File: src/rtl/rpc_cmd_timer.sv
// rpc_cmd_timer: accepts one decoded DRAM command at a time, presents it to
// the PHY issue stage, then blocks the next command until that command's
// timing window (tRP, tRCD, tMRD, burst, tRFC, tZQC, tRESET) has elapsed.

package rpc_cmd_pkg;
  localparam logic [3:0] CMD_INVALID = 4'h0;
  localparam logic [3:0] CMD_PRE     = 4'h1;
  localparam logic [3:0] CMD_ACT     = 4'h2;
  localparam logic [3:0] CMD_MRS     = 4'h3;
  localparam logic [3:0] CMD_RD      = 4'h4;
  localparam logic [3:0] CMD_WR      = 4'h5;
  localparam logic [3:0] CMD_REF     = 4'h6;
  localparam logic [3:0] CMD_ZQC     = 4'h7;
  localparam logic [3:0] CMD_RESET   = 4'h8;
endpackage

module rpc_cmd_timer
  import rpc_cmd_pkg::*;
#(
  parameter int T_RP    = 4,
  parameter int T_RCD   = 6,
  parameter int T_MRD   = 4,
  parameter int T_RW    = 3,
  parameter int T_RFC   = 16,
  parameter int T_ZQCS  = 32,
  parameter int T_ZQCL  = 128,
  parameter int T_RESET = 200,
  parameter int CNT_W   = 12
) (
  input  logic       clk_i,
  input  logic       rst_ni,
  input  logic       cmd_valid_i,
  output logic       cmd_ready_o,
  input  logic [3:0] cmd_decoded_i,
  input  logic [5:0] burst_length_i,
  input  logic [1:0] zqc_mode_i,
  input  logic [3:0] ref_bank_num_i,
  output logic       issue_valid_o,
  input  logic       issue_ready_i,
  output logic [3:0] issue_cmd_o,
  output logic       busy_o,
  output logic       err_invalid_o
);

  // Intermediate width leaves headroom so products/sums saturate instead of wrapping.
  localparam int XW = CNT_W + 4;
  localparam logic [XW-1:0] MAX_D = XW'((1 << CNT_W) - 1);

  typedef enum logic [1:0] {
    IDLE  = 2'd0,
    ISSUE = 2'd1,
    WAIT  = 2'd2
  } state_t;

  state_t           r_state;
  state_t           w_next;
  logic [CNT_W-1:0] r_cnt;
  logic [CNT_W-1:0] r_dur;
  logic [3:0]       r_cmd;
  logic             r_err;

  logic             w_accept;
  logic             w_isInvalid;
  logic             w_issueHs;
  logic [XW-1:0]    w_banks;
  logic [XW-1:0]    w_raw;
  logic [CNT_W-1:0] w_dur;

  assign w_accept    = cmd_valid_i && (r_state == IDLE);
  assign w_isInvalid = (cmd_decoded_i == CMD_INVALID);
  assign w_issueHs   = (r_state == ISSUE) && issue_ready_i;

  // Wait duration of the incoming command, clamped to [1, 2^CNT_W-1].
  always_comb begin
    w_banks = XW'(ref_bank_num_i);
    if (ref_bank_num_i == 4'd0) begin
      w_banks = XW'(1);
    end
    w_raw = '0;
    case (cmd_decoded_i)
      CMD_PRE:        w_raw = XW'(T_RP);
      CMD_ACT:        w_raw = XW'(T_RCD);
      CMD_MRS:        w_raw = XW'(T_MRD);
      CMD_RD, CMD_WR: w_raw = XW'(T_RW) + XW'(burst_length_i) + XW'(1);
      CMD_REF:        w_raw = XW'(T_RFC) * w_banks;
      CMD_ZQC:        w_raw = zqc_mode_i[0] ? XW'(T_ZQCL) : XW'(T_ZQCS);
      CMD_RESET:      w_raw = XW'(T_RESET);
      default:        w_raw = '0;
    endcase
    if (w_raw == '0) begin
      w_dur = CNT_W'(1);
    end else if (w_raw > MAX_D) begin
      w_dur = '1;
    end else begin
      w_dur = w_raw[CNT_W-1:0];
    end
  end

  // State register.
  always_ff @(posedge clk_i or negedge rst_ni) begin
    if (!rst_ni) begin
      r_state <= IDLE;
    end else begin
      r_state <= w_next;
    end
  end

  // Next-state logic: IDLE -> ISSUE on a real command, ISSUE -> WAIT on PHY handshake,
  // WAIT -> IDLE once the counter has run down to zero.
  always_comb begin
    w_next = r_state;
    case (r_state)
      IDLE:    if (w_accept && !w_isInvalid) w_next = ISSUE;
      ISSUE:   if (issue_ready_i) w_next = WAIT;
      WAIT:    if (r_cnt == '0) w_next = IDLE;
      default: w_next = IDLE;
    endcase
  end

  // Handshake and status outputs decoded from the current state.
  always_comb begin
    cmd_ready_o   = 1'b0;
    issue_valid_o = 1'b0;
    busy_o        = 1'b0;
    case (r_state)
      IDLE:    cmd_ready_o = 1'b1;
      ISSUE: begin
        issue_valid_o = 1'b1;
        busy_o        = 1'b1;
      end
      WAIT:    busy_o = 1'b1;
      default: cmd_ready_o = 1'b0;
    endcase
  end

  // Capture command and duration at accept, load and run down the wait counter.
  always_ff @(posedge clk_i or negedge rst_ni) begin
    if (!rst_ni) begin
      r_cmd <= CMD_INVALID;
      r_dur <= '0;
      r_cnt <= '0;
      r_err <= 1'b0;
    end else begin
      r_err <= w_accept && w_isInvalid;
      if (w_accept && !w_isInvalid) begin
        r_cmd <= cmd_decoded_i;
        r_dur <= w_dur;
      end
      if (w_issueHs) begin
        r_cnt <= r_dur - CNT_W'(1);
      end else if ((r_state == WAIT) && (r_cnt != '0)) begin
        r_cnt <= r_cnt - CNT_W'(1);
      end
    end
  end

  assign issue_cmd_o   = r_cmd;
  assign err_invalid_o = r_err;

endmodule

File: config.mk
export PLATFORM = sky130hd
export DESIGN_NAME = rpc_cmd_timer
export DESIGN_NICKNAME = d
export VERILOG_FILES = /design/src/rtl/rpc_cmd_timer.sv
export SDC_FILE = /design/constraint.sdc
export NUM_CORES = 1
export LEC_CHECK = 0
export CORE_UTILIZATION = 54
export DETAILED_ROUTE_END_ITERATION = 7
export PLACE_DENSITY = 0.84
export SETUP_SLACK_MARGIN = 0.1
export SYNTH_ARGS = -nofsm -noshare
export SYNTH_HDL_FRONTEND = slang
export SYNTH_SLANG_ARGS = --single-unit
File: constraint.sdc
create_clock -name clk_i -period 3.9 [get_ports clk_i]
set_input_delay 0.78 -clock clk_i [delete_from_list [all_inputs] [get_ports clk_i]]
set_output_delay 0.78 -clock clk_i [all_outputs]
set_load 0.05 [all_outputs]
After elaboration in Yosys (flattened, before gate mapping)
Cells that the tools add are included.

Bits in registers: 31. Latch bits: 0. RAM bits: 0. ROM bits: 0. Output and inout port bits: 8. Word-level logic and storage cells: 54. Memories: 0.

Add/subtract/negate cells: 4. Multipliers: 0. Div/mod/pow operators: 0. Magnitude comparators: 1. Eq/ne operators: 13. Shift operators: 0. Multiplexer cells: 14. Bitwise gates (word level): 0. Reductions and logical operators: 17.

Operators with widths (number): 12-bit two-way mux (4); 8-bit case mux with 6 select lines (1); 12-bit by 1-bit subtractor with 12-bit output (second input constant) (2); 4-bit by 3-bit == test with 1-bit output (second input constant) (4); 16-bit by 12-bit greater-than comparator with 1-bit output (second input constant) (1); 16-bit zero test (1); 12-bit zero test (1); 12-bit nonzero test (1); 7-bit by 1-bit adder with 8-bit output (second input constant) (1); 4-bit by 2-bit == test with 1-bit output (second input constant) (2); 4-bit zero test (2); 8-bit two-way mux (1); 2-bit by 6-bit adder with 7-bit output (first input constant) (1); 2-bit two-way mux (3); 2-bit case mux with 3 select lines (1); 2-bit OR reduction (3); 1-bit logical AND (5); 4-bit by 1-bit == test with 1-bit output (second input constant) (1); 4-bit == test (second input constant) (1); 4-bit two-way mux (1); 2-bit inequality test (second input constant) (2); 1-bit two-way mux (3); 3-bit AND reduction (1); 2-bit by 1-bit == test with 1-bit output (second input constant) (1); other kinds (5) (5).

Logic depth before layout (Yosys ltp)
Gate-level depths: netlist of run 1.

Word-level depth: 6. Mapped depth: 13. Mapped depth without buffers: 10.

Least setup slack after synthesis of run 1
No wires, ideal clock.

Kind: reg-to-reg. Start: register r_state[1]. End: register r_cnt[6]. Setup time: 0.126 ns. Data arrival time: 3.314 ns. Setup slack: 0.460 ns. Stages on the path, launching flop included: 14. Buffers on the path: 3. Period minus slack after synthesis: 3.440 ns. Path through: dfrtp_1 -> inv_1 -> ha_1 -> buf_6 -> nand2_1 -> buf_2 -> buf_1 -> mux2i_1 -> ha_1 -> or3b_1 -> or3_4 -> o22ai_2 -> o21ai_1 -> a311o_1.

Word-level cells in the longest chain between the ends: 3.

Ends and longest elaborated chain: start: declaration (RTL line 55) `state_t r_state;`; start signal: assignment (RTL line 104) `r_state <= w_next;`; 2-bit by 1-bit == test with 1-bit output or 2-bit == test (tied branches) (RTL line 71, 151); 1-bit logical AND, on equally long branches (RTL line 71, 151); 12-bit two-way mux or 2-bit nonzero test (tied branches); end signal: assignment (RTL line 150) `r_cnt <= r_dur - CNT_W'(1);`; end signal: assignment (RTL line 152) `r_cnt <= r_cnt - CNT_W'(1);`; end: declaration (RTL line 57) `logic [CNT_W-1:0] r_cnt;`.

Several ways; a longest one is shown, not always the timed one. A chain may end at the register's enable or synchronous reset.

Worst setup path after layout of run 1
Start: input port issue_ready_i. End: register r_cnt[8].

Word-level cells in the longest chain between the ends: 2.

Ends and longest elaborated chain: start: declaration (RTL line 39) `input logic issue_ready_i,`; 1-bit logical AND (*) (RTL line 71) `assign w_issueHs = (r_state == ISSUE) && issue_ready_i;`; 12-bit two-way mux or 2-bit nonzero test (tied branches).

Every way passes the cells marked *; elsewhere a longest branch is shown, timed or not.

==> results of run 1 <==
## routing by layer
layer	vias to the layer above	track usage (%)
li1	804	-
met1	783	32.3
met2	73	47.1
met3	14	5.63
met4	0	12.3
met5	-	0
## final cells by class
class                           count  area (um^2)
Fill cell                         255          977
Sequential cell                    27          676
Clock inverter                      1         8.76
Multi-Input combinational cell    159         1070
Clock buffer                        3         22.5
Inverter                            6         22.5
Timing Repair Buffer               31          298
Tap cell                           44         55.1
## synthesized netlist by cell type, types with 2 or more instances
library cell                 n  area (um^2)
sky130_fd_sc_hd__a211o_1     3         26.3
sky130_fd_sc_hd__a211oi_1    2         15.0
sky130_fd_sc_hd__a21oi_1    10         50.1
sky130_fd_sc_hd__a22o_1      3         26.3
sky130_fd_sc_hd__a22oi_1     3         22.5
sky130_fd_sc_hd__a31oi_1     2         12.5
sky130_fd_sc_hd__and2_1      3         18.8
sky130_fd_sc_hd__buf_2       4         20.0
sky130_fd_sc_hd__clkbuf_1    4         15.0
sky130_fd_sc_hd__dfrtp_1    27          676
sky130_fd_sc_hd__ha_1        6         75.1
sky130_fd_sc_hd__inv_1       6         22.5
sky130_fd_sc_hd__mux2_2      4         45.0
sky130_fd_sc_hd__mux2i_1     2         20.0
sky130_fd_sc_hd__nand2_1    16         60.1
sky130_fd_sc_hd__nand3_1    12         60.1
sky130_fd_sc_hd__nor2_1     13         48.8
sky130_fd_sc_hd__nor2b_1     5         31.3
sky130_fd_sc_hd__nor3_1      7         35.0
sky130_fd_sc_hd__nor4_1      2         12.5
sky130_fd_sc_hd__nor4b_1     2         17.5
sky130_fd_sc_hd__o2111ai_1   3         26.3
sky130_fd_sc_hd__o21a_1      3         22.5
sky130_fd_sc_hd__o21ai_0    15         75.1
sky130_fd_sc_hd__or3_1       2         12.5
sky130_fd_sc_hd__xnor2_1     6         52.6
sky130_fd_sc_hd__xor2_1      4         35.0
## cell families after synthesis
family / after synthesis / share of synthesized area (%)
AOI/OAI and AO/OA: 62 / 23.8
xor gates and xnor gates: 10 / 4.82
adders and majority gates: 6 / 4.13
buffers and inverters: 16 / 3.99
DFF: 27 / 37.2
muxes: 6 / 3.58
and+or+nand+nor: 75 / 22.5
## flip-flops by register name, summed over array words and instances (netlist names)
register       cells
err_invalid_o      1
issue_cmd_o        4
r_cnt             12
r_dur              8
r_state            2
## worst reg2reg max path, stage by stage, from the launching register on
cell and delay, ps:
sky130_fd_sc_hd__dfrtp_1 420, sky130_fd_sc_hd__inv_1 110, sky130_fd_sc_hd__ha_1 390, sky130_fd_sc_hd__nand2_1 190, sky130_fd_sc_hd__mux2i_1 200, sky130_fd_sc_hd__ha_1 250, sky130_fd_sc_hd__or3b_1 420, sky130_fd_sc_hd__or3_4 370
sky130_fd_sc_hd__a21o_1 180, sky130_fd_sc_hd__o311ai_0 400, sky130_fd_sc_hd__nand3_1 120
## worst paths after layout
path,slack (ps),from,to
worst min register to register,530,issue_cmd_o[1]$_DFFE_PN0P_,issue_cmd_o[1]$_DFFE_PN0P_
min in group asynchronous,790,rst_ni,err_invalid_o$_DFF_PN0_
worst min-delay path,530,issue_cmd_o[1]$_DFFE_PN0P_,issue_cmd_o[1]$_DFFE_PN0P_
worst max-delay path,700,issue_ready_i,r_cnt[8]$_DFFE_PN0P_
worst max register to register,750,r_state[1]$_DFFE_PN0P_,r_cnt[8]$_DFFE_PN0P_
max in group asynchronous,2860,rst_ni,r_cnt[1]$_DFFE_PN0P_
## power breakdown
group / internal [mW] / switching (mW)
sequential: 0.388 / 0.126
clock: 0.0420 / 0.0921
combinational: 0.364 / 0.519
total: 0.794 / 0.737
==> metrics.md, run 1 <==
| Metric | Value |
|---|---|
| Outcome | finished, final reports clean |
| Ys Warns | 0 |
| Class of the most critical hold timing path | reg2reg |
| Number of buffer cells added on primary ports | 26 |
| Met3 WL post-DR | 239 um |
| Residual antenna-violating net count after detailed routing | 0 |
| Number of antenna violations at the first check in global routing | 0 |
| Highest fanout seen on the critical path | 10 |
| Utilization after layout | 68.8% |
| Critical Path End Type | register |
| Width of the chip | 60 um |
| Ys async rst share | 100% |
| Number of global-route vias before repair | 1666 |
| Sum of negative setup slack | 0 ps |
| Syn_nets | 228 |
| Sum of routed wire segments on met1 | 1.81 mm |
| Full die area | 0.00360 mm^2 |
| Initial drt markers | 172 |
| Minimum period implied by the final worst setup slack | 3200 ps |
| Post-synthesis average cell area | 8.99 um^2 |
| Worst path slowest cell | sky130_fd_sc_hd__clkdlybuf4s50_1 |
| Worst EP required | 4120 ps |
| Final Routed Wirelength | 4.28 mm |
| Leakage | 0.849 nW |
| Number of gates on the worst path with buffers counted | 10 |
| WL per Instance | 15.8 um |
| Sum of internal, switching and leakage power | 1.53 mW |
| Number of buffers and inverters on the critical path | 2 |
| Global-route wire length before repair | 7.32 mm |
| Clock Path Buffers | 2 |
| Ratio of total power to cell area | 712 mW/mm^2 |
| Total gr overflow | 0 |
| Number of standard-cell rows in the floorplan | 20 |
| Final slew viol count | 0 |
| Diode insertion count for antenna repair | 0 |
| Setup slack of the critical path after layout | 698 ps |
| Post-CTS clock slew at the launch and capture registers of the worst setup and hold paths | 160 ps |
| Average vias per placed instance | 6.18 |
| Post-cts repair resize count | 0 |
| Ys flop type | sky130_fd_sc_hd__dfrtp_1 |
| Largest net degree at the start of global routing | 28 |
| Number of buffers added for setup after CTS | 0 |
| Pre-Repair DR Iteration Count | 4 |
| Final net count | 254 |
| Hold Vio Cnt, Final | 0 |
| Met2 routed WL | 2.11 mm |
| Synthesis-to-layout area growth | 18.4% |
| Max Used Layer | met4 |
| Highest clock frequency the design can meet | 0.312 GHz |
| Minimum setup slack after placement | 389 ps |
| Hold Crit Depth | 1 |
| Total number of clock tree sinks | 27 |
| Clock tree from TritonCTS | done |
| Dpl cell area | 0.00212 mm^2 |
| Insertion delay of the later-clocked pin in the worst-skew pair | 340 ps |
| Num CTS Buffers | 3 |
| Most used cells in the layout excluding fill and tap cells | 27 x sky130_fd_sc_hd__dfrtp_1, 26 x sky130_fd_sc_hd__clkdlybuf4s50_1, 16 x sky130_fd_sc_hd__nand2_1 |
| Inst Count DP | 267 |
| Commonest non-fill, non-tap cell in the layout | sky130_fd_sc_hd__dfrtp_1 |
| Rel. slew slack | 66.1% |
| Category of the worst setup path launch point | input pin |
| Total half-perimeter wirelength after legalization and detailed placement | 3.26 mm |
| CTS root buf | sky130_fd_sc_hd__clkbuf_4 |
| Netlist Area Pre-Place | 0.00182 mm^2 |
| Setup repair after global routing missed its margin | false |
| Crit Path Category | in2reg |
| Count of vias placed by the detailed router | 1674 |
| Count of maximum capacitance violations | 0 |
| Seq/Total Area, Yosys | 37.2% |
| Crit path cell chain | clkdlybuf4s50_1 > buf_4 > and3_1 > a21oi_1 > ha_1 > or3b_1 > or3_4 > a21o_1 > o311ai_0 > nand3_1 |
| Vertical die dimension | 60 um |
| Layout cell share with drive strength beyond 1 | 8.37% |
| Number of failing setup endpoints in the final timing report | 0 |
| Number of H-tree levels | 1 |
| Number of top-level pins | 28 |
| Family with the most delay on the worst path | simple AND/OR/NAND/NOR gates |
| Actual slew at the worst max-slew pin | 508 ps |
| Remaining DRCs | 0 |
| Share of the cycle needed by the critical path after routing | 82.1% |
| Post-route worst hold slack | 525 ps |
| Cell area after layout | 0.00215 mm^2 |
| Depth of the most critical reg-to-reg path | 10 |
| Max IR drop VDD | 564 uV |
| Yosys reg bits | 27 |
| Number of buffers added to fix hold violations after cts | 0 |
| Data arrival time of the worst path | 3430 ps |
| Filler-free cell count of the finished design | 271 |
| Number of synthesized flops with an enable pin | 0 |
| Area inside the core boundary | 0.00313 mm^2 |
| Biggest cell delay along the critical path | 420 ps |
| Global router's overall resource usage | 27.3% |
| Library cells used by synthesis | 60 |
| Initial cell density of the core | 58.1% |
| Worst setup skew after layout | 6.15 ps |
| RePlAce Congestion | 0.900 |
| Post-synthesis cell count | 202 |
(Power assumes the default switching activity.)
==> run 2, diff against run 1 <==
clock period = 3.2 ns   (was 3.9 ns; I/O delays follow)
==> metrics.md, run 2 (synthesized netlist as in run 1, its figures left out) <==
| Metric | Value |
|---|---|
| Critical Path End Type | register |
| Register area | 676 um^2 (unchanged) |
| Commonest non-fill, non-tap cell in the layout | sky130_fd_sc_hd__dfrtp_1 |
| Internal reg-to-reg setup slack | 420 ps (-330 ps) |
| Number of top-level pins | 28 (unchanged) |
| Largest net degree at the start of global routing | 28 (unchanged) |
| Layout cell share with drive strength beyond 1 | 10.4% (+2.0 points) |
| Filler-free cell count of the finished design | 275 (+1.5%) |
| Setup slack of the critical path after layout | 420 ps (-278 ps) |
| Insertion delay of the later-clocked pin in the worst-skew pair | 330 ps (about the same) |
| Worst EP required | 3440 ps (-680 ps) |
| Most used cells in the layout excluding fill and tap cells | 27 x sky130_fd_sc_hd__dfrtp_1, 26 x sky130_fd_sc_hd__clkdlybuf4s50_1, 16 x sky130_fd_sc_hd__nand2_1 |
| Minimum period implied by the final worst setup slack | 2780 ps |
| Count of maximum capacitance violations | 0 (unchanged) |
| Full die area | 0.00360 mm^2 (unchanged) |
| Synthesis-to-layout area growth | 20.7% |
| Total gr overflow | 0 (unchanged) |
| Clock group share of total power | 8.3% (-0.5 points) |
| Number of buffers added for setup after CTS | 0 (unchanged) |
| Number of failing setup endpoints in the final timing report | 0 (unchanged) |
| Number of H-tree levels | 1 (unchanged) |
| WL per Instance | 15.4 um (-2.6%) |
| Leakage | 0.865 nW (+1.8%) |
| Pre-Repair DR Iteration Count | 4 (unchanged) |
| Share of the cycle needed by the critical path after routing | 86.9% |
| Comb power frac | 58.7% (+1.0 points) |
| Initial drt markers | 142 (-17%) |
| Switching Power | 896 uW (+22%) |
| Final Routed Wirelength | 4.23 mm (-1.1%) |
| Total half-perimeter wirelength after legalization and detailed placement | 3.15 mm (-3.3%) |
| Rel. slew slack | 65.9% (-0.15 points) |
| Diode insertion count for antenna repair | 0 (unchanged) |
| Post-cts repair resize count | 0 (unchanged) |
| Max IR drop VDD | 635 uV (+13%) |
| Count of vias placed by the detailed router | 1700 (+1.6%) |
| Sum of negative setup slack | 0 ps (unchanged) |
| Actual slew at the worst max-slew pin | 510 ps (+2.18 ps) |
| Data arrival time of the worst path | 3020 ps (-410 ps) |
| Number of global-route vias before repair | 1656 (-0.60%) |
| Global router's overall resource usage | 26.8% (-0.47 points) |
| Net switching share of the total power | 47.4% (-0.75 points) |
| Setup repair after global routing missed its margin | false |
| Clock Path Buffers | 2 (unchanged) |
| Width of the chip | 60 um (unchanged) |
| Num CTS Buffers | 3 (unchanged) |
| Filler cells | 247 (-3.1%) |
| Category of the worst setup path launch point | input pin |
| Residual antenna-violating net count after detailed routing | 0 (unchanged) |
| Highest fanout seen on the critical path | 4 (-6) |
| Number of buffer cells added on primary ports | 26 (unchanged) |
| Number of antenna violations at the first check in global routing | 0 (unchanged) |
| Final slew viol count | 0 (unchanged) |
| Worst setup skew after layout | 7.62 ps (+1.47 ps) |
| Outcome | finished, final reports clean |
| Internal power contribution | 994 uW (+25%) |
| Class of the most critical hold timing path | reg2reg |
| CTS root buf | sky130_fd_sc_hd__clkbuf_4 |
| Flip-flop count of the largest register after layout | 12 (unchanged) |
| Area inside the core boundary | 0.00313 mm^2 (unchanged) |
| Ratio of total power to cell area | 862 mW/mm^2 (+21%) |
| Sum of internal, switching and leakage power | 1.89 mW (+23%) |
| Hold Vio Cnt, Final | 0 (unchanged) |
| Remaining DRCs | 0 (unchanged) |
| Number of buffers added to fix hold violations after cts | 0 (unchanged) |
| Vertical die dimension | 60 um (unchanged) |
| Multi-input gate area in the final layout | 0.00108 mm^2 (+1.2%) |
| Inst Count DP | 271 (+1.5%) |
| Crit Path Category | in2reg |
| Reg with most FFs | r_cnt |
| Final net count | 258 (+1.6%) |
| RePlAce Congestion | 0.871 (-3.2%) |
| Clock tree from TritonCTS | done |
| Highest clock frequency the design can meet | 0.360 GHz |
| Post-CTS clock slew at the launch and capture registers of the worst setup and hold paths | 160 ps (about the same) |
| Global-route wire length before repair | 7.25 mm (-1.0%) |
| Average vias per placed instance | 6.18 (about the same) |
| Initial cell density of the core | 58.1% (unchanged) |
| Total number of clock tree sinks | 27 (unchanged) |
| Minimum setup slack after placement | 50.9 ps (-338 ps) |
| Sequential share of power | 33.1% (-0.5 points) |
| Number of standard-cell rows in the floorplan | 20 (unchanged) |
[run 2: cell types whose count changed in the layout (fill, tap and decap cells not counted)]
cell	delta
sky130_fd_sc_hd__buf_4	+4
sky130_fd_sc_hd__ha_1	-1
sky130_fd_sc_hd__ha_4	+1
sky130_fd_sc_hd__inv_6	-1
sky130_fd_sc_hd__clkinvlp_4	+1
[run 2: power by group through the flow]
stage	Combinational (mW)	Clock [mW]	Sequential [mW]
3_3_place_gp	1.07	0	0.617
2_1_floorplan	0.749	0	0.674
3_5_place_dp	1.10	0	0.626
5_1_grt	1.21	0.177	0.644
6_report	1.11	0.156	0.625
4_1_cts	1.11	0.159	0.619
[run 2: worst max-delay path, cell delays in order]
cell,delay (ps)
sky130_fd_sc_hd__clkdlybuf4s50_1,430
sky130_fd_sc_hd__nand2_1,150
sky130_fd_sc_hd__mux2i_1,230
sky130_fd_sc_hd__ha_1,190
sky130_fd_sc_hd__or3b_1,380
sky130_fd_sc_hd__or3_4,380
sky130_fd_sc_hd__o22ai_2,180
sky130_fd_sc_hd__o21ai_1,90
sky130_fd_sc_hd__a311o_1,350
[run 2: worst paths after layout]
path                                       startpoint                         end  depth (start not counted)
setup / recovery                        issue_ready_i        r_cnt[6]$_DFFE_PN0P_                          9
hold / removal             issue_cmd_o[3]$_DFFE_PN0P_  issue_cmd_o[3]$_DFFE_PN0P_                          2
setup reg to reg               r_state[1]$_DFFE_PN0P_        r_cnt[6]$_DFFE_PN0P_                         10
hold reg to reg            issue_cmd_o[3]$_DFFE_PN0P_  issue_cmd_o[3]$_DFFE_PN0P_                          2
max in group asynchronous                      rst_ni        r_cnt[9]$_DFFE_PN0P_                          2
min in group asynchronous                      rst_ni      r_state[1]$_DFFE_PN0P_                          2
[run 2: layout make-up]
| type | instances | share of cell area [%] |
|---|---|---|
| timing repair buffer | 35 | 15.0 |
| sequential | 27 | 30.8 |
| tap | 44 | 2.51 |
| clock inverter | 1 | 0.342 |
| multi-input combinational | 159 | 49.3 |
| clock buffer | 3 | 1.03 |
| inverter | 6 | 1.03 |
[run 2: through the flow]
step,cell area (um^2),hold WS [ps],utilization [%]
finish,2190,521,70.1
global placement,2160,467,69.1
CTS,2190,521,70.1
detailed placement,2160,485,69.1
global route,2190,557,70.1
floorplan,1830,344,-
[run 2: metal layers]
metal | global-route usage (%) | part of all wire (%) | wire [um] | vias to the layer above
met1 | 32.3 | 44 | 1880 | 816
met3 | 5.84 | 4.2 | 178 | 6
met2 | 45.9 | 50 | 2120 | 58
met5 | 0 | 0 | 0 | -
li1 | - | - | - | 820
met4 | 11.3 | 1.3 | 53 | 0
